===== src/rtl/gpio_cond_pkg.sv =====
// Shared types, constants and helpers for gpio_input_conditioner.
package gpio_cond_pkg;

  // Encodings equal the debounced {INCB, INCA} value of each detent phase.
  typedef enum logic [1:0] {
    REST = 2'b11,
    A    = 2'b10,
    Z    = 2'b00,
    B    = 2'b01
  } quad_state_t;

  localparam logic [1:0] REST_AB = 2'b11;
  // Four sub-steps overflow the 3-bit accumulator, so detents are detected on a widened sum.
  localparam logic signed [3:0] ACC_FULL = 4'sd4;

  localparam logic [15:0] ACCEL_WINDOW = 16'd20000;
  localparam int ACCEL_STEP = 4;

  function automatic int unsigned cnt_width(input int unsigned limit);
    return (limit > 1) ? $clog2(limit) : 1;
  endfunction

  // +1 for a clockwise sub-step, -1 for counter-clockwise, 0 otherwise.
  function automatic logic signed [1:0] quad_dir(input quad_state_t from, input logic [1:0] to);
    quad_state_t fwd;
    quad_state_t bwd;
    fwd = REST;
    bwd = REST;
    case (from)
      REST:    begin fwd = A;    bwd = B;    end
      A:       begin fwd = Z;    bwd = REST; end
      Z:       begin fwd = B;    bwd = A;    end
      B:       begin fwd = REST; bwd = Z;    end
      default: begin fwd = REST; bwd = REST; end
    endcase
    if (to == fwd)      return 2'sb01;
    else if (to == bwd) return 2'sb11;
    else                return 2'sb00;
  endfunction

endpackage


===== src/rtl/gpio_input_conditioner_debounce_bit.sv =====
// debounce_bit: 2-FF synchroniser followed by a stable-count debouncer for one pin.
module debounce_bit
  import gpio_cond_pkg::*;
#(
  parameter int unsigned LIMIT   = 1,
  parameter logic        RST_VAL = 1'b0
) (
  input  logic clk_i,
  input  logic rst_ni,
  input  logic raw_i,
  output logic db_o
);

  localparam int unsigned     CW   = cnt_width(LIMIT);
  localparam logic [CW-1:0]   LAST = CW'(LIMIT - 1);

  logic          sync1_q, sync2_q;
  logic          db_q, db_d;
  logic [CW-1:0] cnt_q, cnt_d;

  always_comb begin
    cnt_d = '0;
    db_d  = db_q;
    if (sync2_q != db_q) begin
      if (cnt_q == LAST) db_d  = sync2_q;
      else               cnt_d = cnt_q + 1'b1;
    end
  end

  always_ff @(posedge clk_i) begin
    if (!rst_ni) begin
      sync1_q <= RST_VAL;
      sync2_q <= RST_VAL;
      db_q    <= RST_VAL;
      cnt_q   <= '0;
    end else begin
      sync1_q <= raw_i;
      sync2_q <= sync1_q;
      db_q    <= db_d;
      cnt_q   <= cnt_d;
    end
  end

  assign db_o = db_q;

endmodule


===== src/rtl/gpio_input_conditioner.sv =====
// Board GPIO conditioner: debounce, rotary quadrature decode, position and change interrupt.
// Optional macro GPIO_COND_ROT_ACCEL_EN enables ×4 position steps for fast rotation.
module gpio_input_conditioner
  import gpio_cond_pkg::*;
#(
  parameter int unsigned NUM_BTN             = 5,
  parameter int unsigned NUM_SW              = 4,
  parameter int unsigned DEBOUNCE_CYCLES     = 1000000,
  parameter int unsigned ENC_DEBOUNCE_CYCLES = 5000,
  parameter int unsigned POS_W               = 8
) (
  input  logic               aclk,
  input  logic               aresetn,
  input  logic [NUM_BTN-1:0] btn_raw,
  input  logic [NUM_SW-1:0]  sw_raw,
  input  logic [2:0]         rot_raw,
  output logic [NUM_BTN-1:0] btn_db,
  output logic [NUM_SW-1:0]  sw_db,
  output logic [2:0]         rot_db,
  output logic               rot_cw,
  output logic               rot_ccw,
  output logic [POS_W-1:0]   rot_pos,
  output logic               rot_err,
  output logic               irq,
  input  logic               irq_clr
);

  for (genvar i = 0; i < NUM_BTN; i++) begin : g_btn
    debounce_bit #(.LIMIT(DEBOUNCE_CYCLES), .RST_VAL(1'b0)) u_db (
      .clk_i(aclk), .rst_ni(aresetn), .raw_i(btn_raw[i]), .db_o(btn_db[i])
    );
  end

  for (genvar i = 0; i < NUM_SW; i++) begin : g_sw
    debounce_bit #(.LIMIT(DEBOUNCE_CYCLES), .RST_VAL(1'b0)) u_db (
      .clk_i(aclk), .rst_ni(aresetn), .raw_i(sw_raw[i]), .db_o(sw_db[i])
    );
  end

  for (genvar i = 0; i < 2; i++) begin : g_enc
    debounce_bit #(.LIMIT(ENC_DEBOUNCE_CYCLES), .RST_VAL(1'b1)) u_db (
      .clk_i(aclk), .rst_ni(aresetn), .raw_i(rot_raw[i]), .db_o(rot_db[i])
    );
  end

  debounce_bit #(.LIMIT(DEBOUNCE_CYCLES), .RST_VAL(1'b0)) u_push_db (
    .clk_i(aclk), .rst_ni(aresetn), .raw_i(rot_raw[2]), .db_o(rot_db[2])
  );

  quad_state_t        quad_q;
  logic signed [2:0]  acc_q;
  logic [POS_W-1:0]   pos_q;
  logic               cw_q, ccw_q, err_q, irq_q;
  logic [NUM_BTN-1:0] btn_prev_q;
  logic [NUM_SW-1:0]  sw_prev_q;
  logic               push_prev_q;

  logic [1:0]        ab;
  logic              moved, illegal;
  logic signed [1:0] dir;
  logic signed [3:0] acc_sum;
  logic              cw_d, ccw_d, set_evt;
  logic [POS_W-1:0]  step;

  assign ab      = rot_db[1:0];
  assign moved   = (ab != quad_q);
  assign illegal = ((ab ^ quad_q) == 2'b11);
  assign dir     = quad_dir(quad_q, ab);
  assign acc_sum = 4'(acc_q) + 4'(dir);
  assign cw_d    = moved && !illegal && (ab == REST_AB) && (acc_sum == ACC_FULL);
  assign ccw_d   = moved && !illegal && (ab == REST_AB) && (acc_sum == -ACC_FULL);
  assign set_evt = (btn_db != btn_prev_q) || (sw_db != sw_prev_q) ||
                   (rot_db[2] != push_prev_q) || cw_q || ccw_q;

`ifdef GPIO_COND_ROT_ACCEL_EN
  logic [15:0] timer_q;

  always_ff @(posedge aclk) begin
    if (!aresetn)                timer_q <= '0;
    else if (cw_d || ccw_d)      timer_q <= '0;
    else if (timer_q != 16'hFFFF) timer_q <= timer_q + 16'd1;
  end

  assign step = (timer_q < ACCEL_WINDOW) ? POS_W'(ACCEL_STEP) : POS_W'(1);
`else
  assign step = POS_W'(1);
`endif

  always_ff @(posedge aclk) begin
    if (!aresetn) begin
      quad_q      <= REST;
      acc_q       <= '0;
      pos_q       <= '0;
      cw_q        <= 1'b0;
      ccw_q       <= 1'b0;
      err_q       <= 1'b0;
      irq_q       <= 1'b0;
      btn_prev_q  <= '0;
      sw_prev_q   <= '0;
      push_prev_q <= 1'b0;
    end else begin
      cw_q  <= cw_d;
      ccw_q <= ccw_d;
      if (cw_d)       pos_q <= pos_q + step;
      else if (ccw_d) pos_q <= pos_q - step;

      if (moved) begin
        quad_q <= quad_state_t'(ab);
        if (illegal || ab == REST_AB) acc_q <= '0;
        else                          acc_q <= acc_sum[2:0];
      end

      if (moved && illegal) err_q <= 1'b1;
      else if (irq_clr)     err_q <= 1'b0;

      if (set_evt)      irq_q <= 1'b1;
      else if (irq_clr) irq_q <= 1'b0;

      btn_prev_q  <= btn_db;
      sw_prev_q   <= sw_db;
      push_prev_q <= rot_db[2];
    end
  end

  assign rot_cw  = cw_q;
  assign rot_ccw = ccw_q;
  assign rot_pos = pos_q;
  assign rot_err = err_q;
  assign irq     = irq_q;

endmodule


===== config.mk =====
export PLATFORM = sky130hd
export DESIGN_NAME = gpio_input_conditioner
export DESIGN_NICKNAME = d
export VERILOG_FILES = /design/src/rtl/gpio_cond_pkg.sv /design/src/rtl/gpio_input_conditioner_debounce_bit.sv /design/src/rtl/gpio_input_conditioner.sv
export SDC_FILE = /design/constraint.sdc
export NUM_CORES = 1
export LEC_CHECK = 0
export CELL_PAD_IN_SITES_DETAIL_PLACEMENT = 1
export CELL_PAD_IN_SITES_GLOBAL_PLACEMENT = 2
export CORE_MARGIN = 3
export CORE_UTILIZATION = 43
export CTS_BUF_LIST = sky130_fd_sc_hd__clkbuf_8
export DETAILED_ROUTE_END_ITERATION = 10
export PLACE_DENSITY = 0.93
export REMOVE_ABC_BUFFERS = 1
export SYNTH_ARGS = -nofsm -noshare
export SYNTH_HDL_FRONTEND = slang
export SYNTH_SLANG_ARGS = --single-unit

===== constraint.sdc =====
create_clock -name aclk -period 9.05 [get_ports aclk]
set_clock_uncertainty 0.05 [all_clocks]
set_input_delay 1.81 -clock aclk [delete_from_list [all_inputs] [get_ports aclk]]
set_output_delay 1.81 -clock aclk [all_outputs]
set_load 0.005 [all_outputs]

After elaboration in Yosys (flattened, before gate mapping)
Cells that the tools add are included.

operators by class
  add/subtract/negate cells = 15
  eq/ne operators = 37
  multiplexer cells = 10
  bitwise operators = 14
  reduce and logical (&&, ||, !) cells = 39

operators with widths
  kind                     count
  $add A20 B1 Y20 const B  10
  $eq A20 B20 Y1 const B   10
  $reduce_or A3 Y1         12
  $add A13 B1 Y13 const B  2
  $eq A13 B13 Y1 const B   2
  $reduce_and A2 Y1        12
  $mux W8                  2
  $pmux W2 S4              2
  $ne A1 B1 Y1             13
  $not A1 Y1               13
  $add A8 B1 Y8 const B    1
  $eq A2 B2 Y1 const B     4
  $sub A8 B1 Y8 const B    1
  $reduce_bool A2 Y1       3
  $logic_and A1 B1 Y1      5
  $logic_or A1 B1 Y1       5
  $ne A5 B5 Y1             1
  $add A3 B2 Y4            1
  $eq A2 B2 Y1             2
  $eq A4 B3 Y1 const B     1
  $eq A4 B4 Y1 const B     1
  $mux W2                  2
  $ne A4 B4 Y1             1
  $mux W1                  3
  other kinds (6)          6

word-level totals
  register bits after elaboration = 289
  word-level logic and storage cells = 173

Depth between registers and ports, before layout
  depth in word-level cells = 10
  depth in mapped cells = 15
  mapped depth without buffers = 14

Modules after synthesis
A second synthesis with hierarchy kept.

second synthesis, totals
  cells, all modules = 1410
  area total of the unflattened synthesis = 12778.5 µm²

by module, submodules not included
  module                            times used  cells an instance  area an instance (µm²)
  debounce_bit (g_btn[0].u_db ...)  10          112                998.5
  gpio_input_conditioner            1           148                1457.6
  debounce_bit (g_enc[0].u_db ...)  2           71                 668.1

Worst setup path before layout
OpenSTA, ideal clock, no wires.

  path kind = register to register
  start point = register g_enc[0].u_db.db_q
  end point = register pos_q[7], in the netlist rot_pos[7]
  setup time = 0.072 ns
  arrival time = 3.547 ns
  required time = 8.928 ns
  setup slack = 5.382 ns
  stages on the path, launching flop included = 16
  period minus slack after synthesis = 3.668 ns
  cells stage by stage = dfxtp_1 > buf_2 > xor2_1 > xnor2_1 > ha_1 > inv_1 > fa_1 > nand2_1 > nor4_1 > nand2_1 > ha_1 > a211oi_1 > nor2_1 > o21ai_0 > mux2i_1 > mux2i_1

on the way
  longest elaborated chain between the ends = 7
  elaborated cells on any way between the ends = 18
  classes of those cells = add/sub (1); eq/ne (7); mux (3); bitwise (1); reduce/logical (6)

ends and longest elaborated chain
  what                                                  line                                                                                      text
  start: declaration                                    gpio_input_conditioner_debounce_bit.sv:18                                                 logic db_q, db_d;
  start signal: assignment                              gpio_input_conditioner_debounce_bit.sv:34                                                 db_q <= RST_VAL;
  start signal: assignment                              gpio_input_conditioner_debounce_bit.sv:39                                                 db_q <= db_d;
  $eq A2 B2 Y1 or $xor A2 B2 Y2 (tied branches)         gpio_cond_pkg.sv:37, gpio_input_conditioner.sv:67
  $mux W2 or $eq A2 B2 Y1 (tied branches)               gpio_cond_pkg.sv:37, gpio_input_conditioner.sv:67
  $mux W2 or $logic_not A1 Y1 (tied branches)           gpio_cond_pkg.sv:36, gpio_input_conditioner.sv:70, gpio_input_conditioner.sv:71
  $add A3 B2 Y4 or $logic_and A1 B1 Y1 (tied branches)  gpio_input_conditioner.sv:69, gpio_input_conditioner.sv:70, gpio_input_conditioner.sv:71
  $eq A4 B4 Y1 (tied with other cells)                  gpio_input_conditioner.sv:70                                                              assign cw_d = moved && !illegal && (ab == REST_AB) && (acc_sum == ACC_FULL);
  $logic_and A1 B1 Y1, on equally long branches         gpio_input_conditioner.sv:70, gpio_input_conditioner.sv:71
  $mux W8 or $reduce_bool A2 Y1 (tied branches)         --
  end signal: assignment                                gpio_input_conditioner.sv:104                                                             if (cw_d) pos_q <= pos_q + step;
  end signal: assignment                                gpio_input_conditioner.sv:105                                                             else if (ccw_d) pos_q <= pos_q - step;
  end: declaration                                      gpio_input_conditioner.sv:52                                                              logic [POS_W-1:0] pos_q;

Several ways; a longest one is shown, not always the timed one.
A chain may end at the register's enable or synchronous reset.

Worst setup path in the final report
Ends and elaborated chain as after synthesis.

==> reports/qor.csv <==
stage,metric,value,unit
outcome,outcome,"complete, no violations",
power,Design Power,2.54,mW
floorplanning,chip width,177,um
power,VDD IR-drop max,0.0984,mV
synth,top cell type's share of synthesized area,0.462,
layout,layout cells sized above 1,0.0648,
power,internal power,2.00,mW
grt,Tot GR Track Use,0.163,
clock_tree,# hold bufs at CTS,0,
setup_path,CP Class,flip-flop to flip-flop,
power,Pleak,5.00,nW
grt,global route overflow,0,
clock_tree,clock-pin slew on the worst setup and hold paths,0.06,ns
grt,number of global-route vias before repair,9534,
clock_tree,TritonCTS Buffers,50,
clock_tree,post-cts gate resize count,0,
timing,final setup fails,0,
floorplanning,Die Ht,177,um
floorplanning,# rows,61,
setup_path,Crit Path Max Fanout,12,
timing,post-route setup TNS,0,ns
grt,first-pass GRT wire length,43.8,mm
floorplanning,initial core utilization,0.444,
synth,syn_area_per_cell,9.04,um^2
synth,ys async rst share,0,
power,Switch Pwr,541,uW
clock_tree,clk_lat worst skew,0.56,ns
setup_path,worst flop-to-flop path endpoint,rot_pos[7]$_SDFFE_PN0P_,
clock_tree,clock sink count,289,
synth,XOR/XNOR Fraction of Synth Area,0.159,
floorplanning,# IOs,39,
power,power per cell area,180,nW/um^2
synth,"EDFF count, synth",0,
layout,fillers,3288,
synth,Seq cells post-synth,289,
power,Sw Share,0.213,
job,Max Cap Viol,0,
synth,main combinational cell family by area after synthesis,simple AND/OR/NAND/NOR gates,
setup_path,critical path capture point type,flip-flop,
routing,WL final,25.3,mm
synth,dominant cell type by area after synthesis,dfxtp_1,
synth,synth warn,0,
synth,top_reg_cell synth,dfxtp_1,
setup_path,"reg-to-reg slack, setup",4.94,ns
power,Clk pwr share,0.483,
setup_path,Worst Setup Start Kind,flip-flop,
routing,Antenna Nets Post-Route,0,
synth,post-synthesis simple-gate area fraction,0.285,
synth,Synth Area in Compound Gates,0.0202,
routing,drt via density,5.02,
power,Reg power frac,0.505,
routing,first-iteration detailed-routing DRC count,254,
worst_hold_path,hold path endpoint,g_enc[0].u_db.sync2_q$_SDFF_PN1_,
synth,synth cell count leaders,"dfxtp_1, nor2_1, xor2_1",
synth,Syn Inst Count,1387,
setup_path,"Cell Chain, Critical Path","xor2_1, xnor2_1, ha_1, inv_1, fa_1, nand2_1, nor4_1, buf_4, nand2_1, ha_1, a211oi_1, nor2_1, o21ai_0, mux2i_1, mux2i_1",
worst_hold_path,Hold Crit Class,flip-flop to flip-flop,
clock_tree,CTS tree,yes,
synth,Synth area leaders,"dfxtp_1, xor2_1, nor2_1, xnor2_1, nand3_1",
timing,relative max-transition margin,0.416,
placement,placer congestion estimate,0.769,
synth,mux contribution to synthesized area,0.0128,
timing,Hold Slack,0.357,ns
timing,Final period util,0.454,
synth,Synth cell types,53,
clock_tree,clock tree buffer depth,3,
floorplanning,core area,28200,um^2
routing,routed via count,9248,
placement,port bufs,38,
timing,fmax,0.243,GHz
grt,largest net degree at the start of global routing,81,
worst_hold_path,Hold Startpoint,g_enc[0].u_db.sync1_q$_SDFF_PN1_,
placement,dpl cell area,13100,um^2
layout,antenna diode count,0,
timing,"Hold Vio Cnt, Final",0,
setup_path,CP max stage delay,0.51,ns
routing,Pre-Repair DR Iteration Count,4,
placement,placed wire-length estimate,17.2,mm
routing,routed length per instance,13.7,um
worst_hold_path,Hold Path Stages,1,
clock_tree,Clock Tree Root,clkbuf_8,
power,Logic pwr share,0.011,
clock_tree,H-tree depth,2,
synth,top-count cell post-synth,dfxtp_1,
timing,actual slew at the worst max-slew pin,0.871,ns
synth,post-synthesis adder-cell area fraction,0.0262,
timing,Final Slew Violations,0,
clock_tree,Setup Buffers After CTS,0,
setup_path,critical path's slowest cell,fa_1,
floorplanning,die area,31200,um^2
setup_path,CP required,9.48,ns
grt,initial antenna violation count,0,
layout,area delta synth->final,12.7,%
setup_path,origin of the critical flop-to-flop path,g_enc[0].u_db.db_o$_SDFFE_PN1P_,
timing,RSZ-0062 raised after global routing,no,
synth,register area share after synthesis,0.462,
setup_path,Crit path arrival time,4.54,ns
routing,DRC,0,
setup_path,worst-case reg-to-reg path depth,15,
synth,Netlist Area Pre-Place,12500,um^2
layout,fin area,14100,um^2
layout,Final #Nets,1467,
timing,fin crit period,4.11,ns
## power groups by stage
stage          Sequential [mW]  Clock [mW]  Combinational [mW]
2_1_floorplan             1.31           0              0.0132
3_3_place_gp              1.31           0              0.0287
3_5_place_dp              1.31           0              0.0295
4_1_cts                   1.28        1.28              0.0298
5_1_grt                   1.28        1.33              0.0329
6_report                  1.28        1.23              0.0287
## worst max-delay path: cells and delay by family, from the launching register on
| kind | cells | cell delay (ns) |
|---|---|---|
| AO/OA/AOI/OAI | 2 | 0.57 |
| buffers and inverters | 2 | 0.29 |
| adder cells (fa/ha/maj) | 3 | 1.06 |
| AND/OR/NAND/NOR | 4 | 0.69 |
| flip-flops | 1 | 0.48 |
| XOR/XNOR | 2 | 0.45 |
| multiplexers | 2 | 0.45 |
## placed cells by master (no fill, tap or decap), drive strengths merged, types with 4 or more instances in the layout
cell,synthesis,final
clkbuf,19,66
a21oi,14,14
nor3,22,22
xor2,152,152
clkinv,0,7
nand3,93,93
or3,6,6
mux2i,16,16
inv,30,46
a211oi,4,4
or2,4,4
nor2b,16,16
and3,36,36
clkdlybuf4s50,0,37
nand4,50,50
xnor2,75,75
dfxtp,289,289
nand2,95,95
nor2,263,263
and2,43,43
nor4b,13,13
o21ai,9,9
or4,8,8
nor3b,4,4
nand3b,6,6
buf,34,4
and4,15,15
ha,23,23
nor4,17,17
nand2b,8,8
## per-layer routing
metal	global-route usage	part of all wire	up-vias
met5	0	0	-
met4	0.0494	0.019	0
met3	0.0363	0.037	45
met2	0.275	0.47	112
met1	0.210	0.47	4379
li1	-	-	4712
## worst max path at each step
stage	start	end	slack, ns	depth (start not counted)
6_report	g_enc[0].u_db.db_o$_SDFFE_PN1P_	rot_pos[7]$_SDFFE_PN0P_	4.94	15
5_1_grt	g_enc[0].u_db.db_o$_SDFFE_PN1P_	rot_pos[7]$_SDFFE_PN0P_	4.67	15
4_1_cts	g_enc[0].u_db.db_o$_SDFFE_PN1P_	rot_pos[7]$_SDFFE_PN0P_	4.92	15
3_5_place_dp	g_enc[0].u_db.db_o$_SDFFE_PN1P_	rot_pos[7]$_SDFFE_PN0P_	4.93	15
3_3_place_gp	g_enc[0].u_db.db_o$_SDFFE_PN1P_	rot_pos[7]$_SDFFE_PN0P_	5.10	15
2_1_floorplan	g_enc[0].u_db.db_o$_SDFFE_PN1P_	rot_pos[7]$_SDFFE_PN0P_	4.57	14
## cells by family after synthesis
kind of cell / Yosys count
mux: 16
compound gates: 40
flops: 289
xor+xnor: 227
fa+ha+maj: 25
simple gates: 707
buf+inv: 83
## state kept, by name, summed over array words and instances (netlist names), 5 cells and up
register and cells:
g_btn.u_db.cnt_q 100, g_btn.u_db.db_o 5, g_sw.u_db.cnt_q 80, g_btn.u_db.sync2_q 5, g_enc.u_db.cnt_q 26, u_push_db.cnt_q 20, rot_pos 8, btn_prev_q 5
g_btn.u_db.sync1_q 5
## layout make-up
type | count | area (um^2) | area share
multi-input combinational | 1015 | 6300 | 0.446
inverter | 30 | 113 | 0.00797
timing repair buffer | 41 | 398 | 0.0282
sequential | 289 | 5790 | 0.409
clock buffer | 66 | 908 | 0.0643
clock inverter | 25 | 155 | 0.0110
tap | 378 | 473 | 0.0335
## stage by stage
step	setup WS [ns]	std cells	utilization
global route	4.67	1844	0.500
global placement	5.10	1753	0.463
finish	4.94	1844	0.500
detailed placement	4.93	1753	0.463
floorplan	4.57	1334	-
CTS	4.92	1844	0.500
No activity file was read; power rests on OpenSTA's default activity.
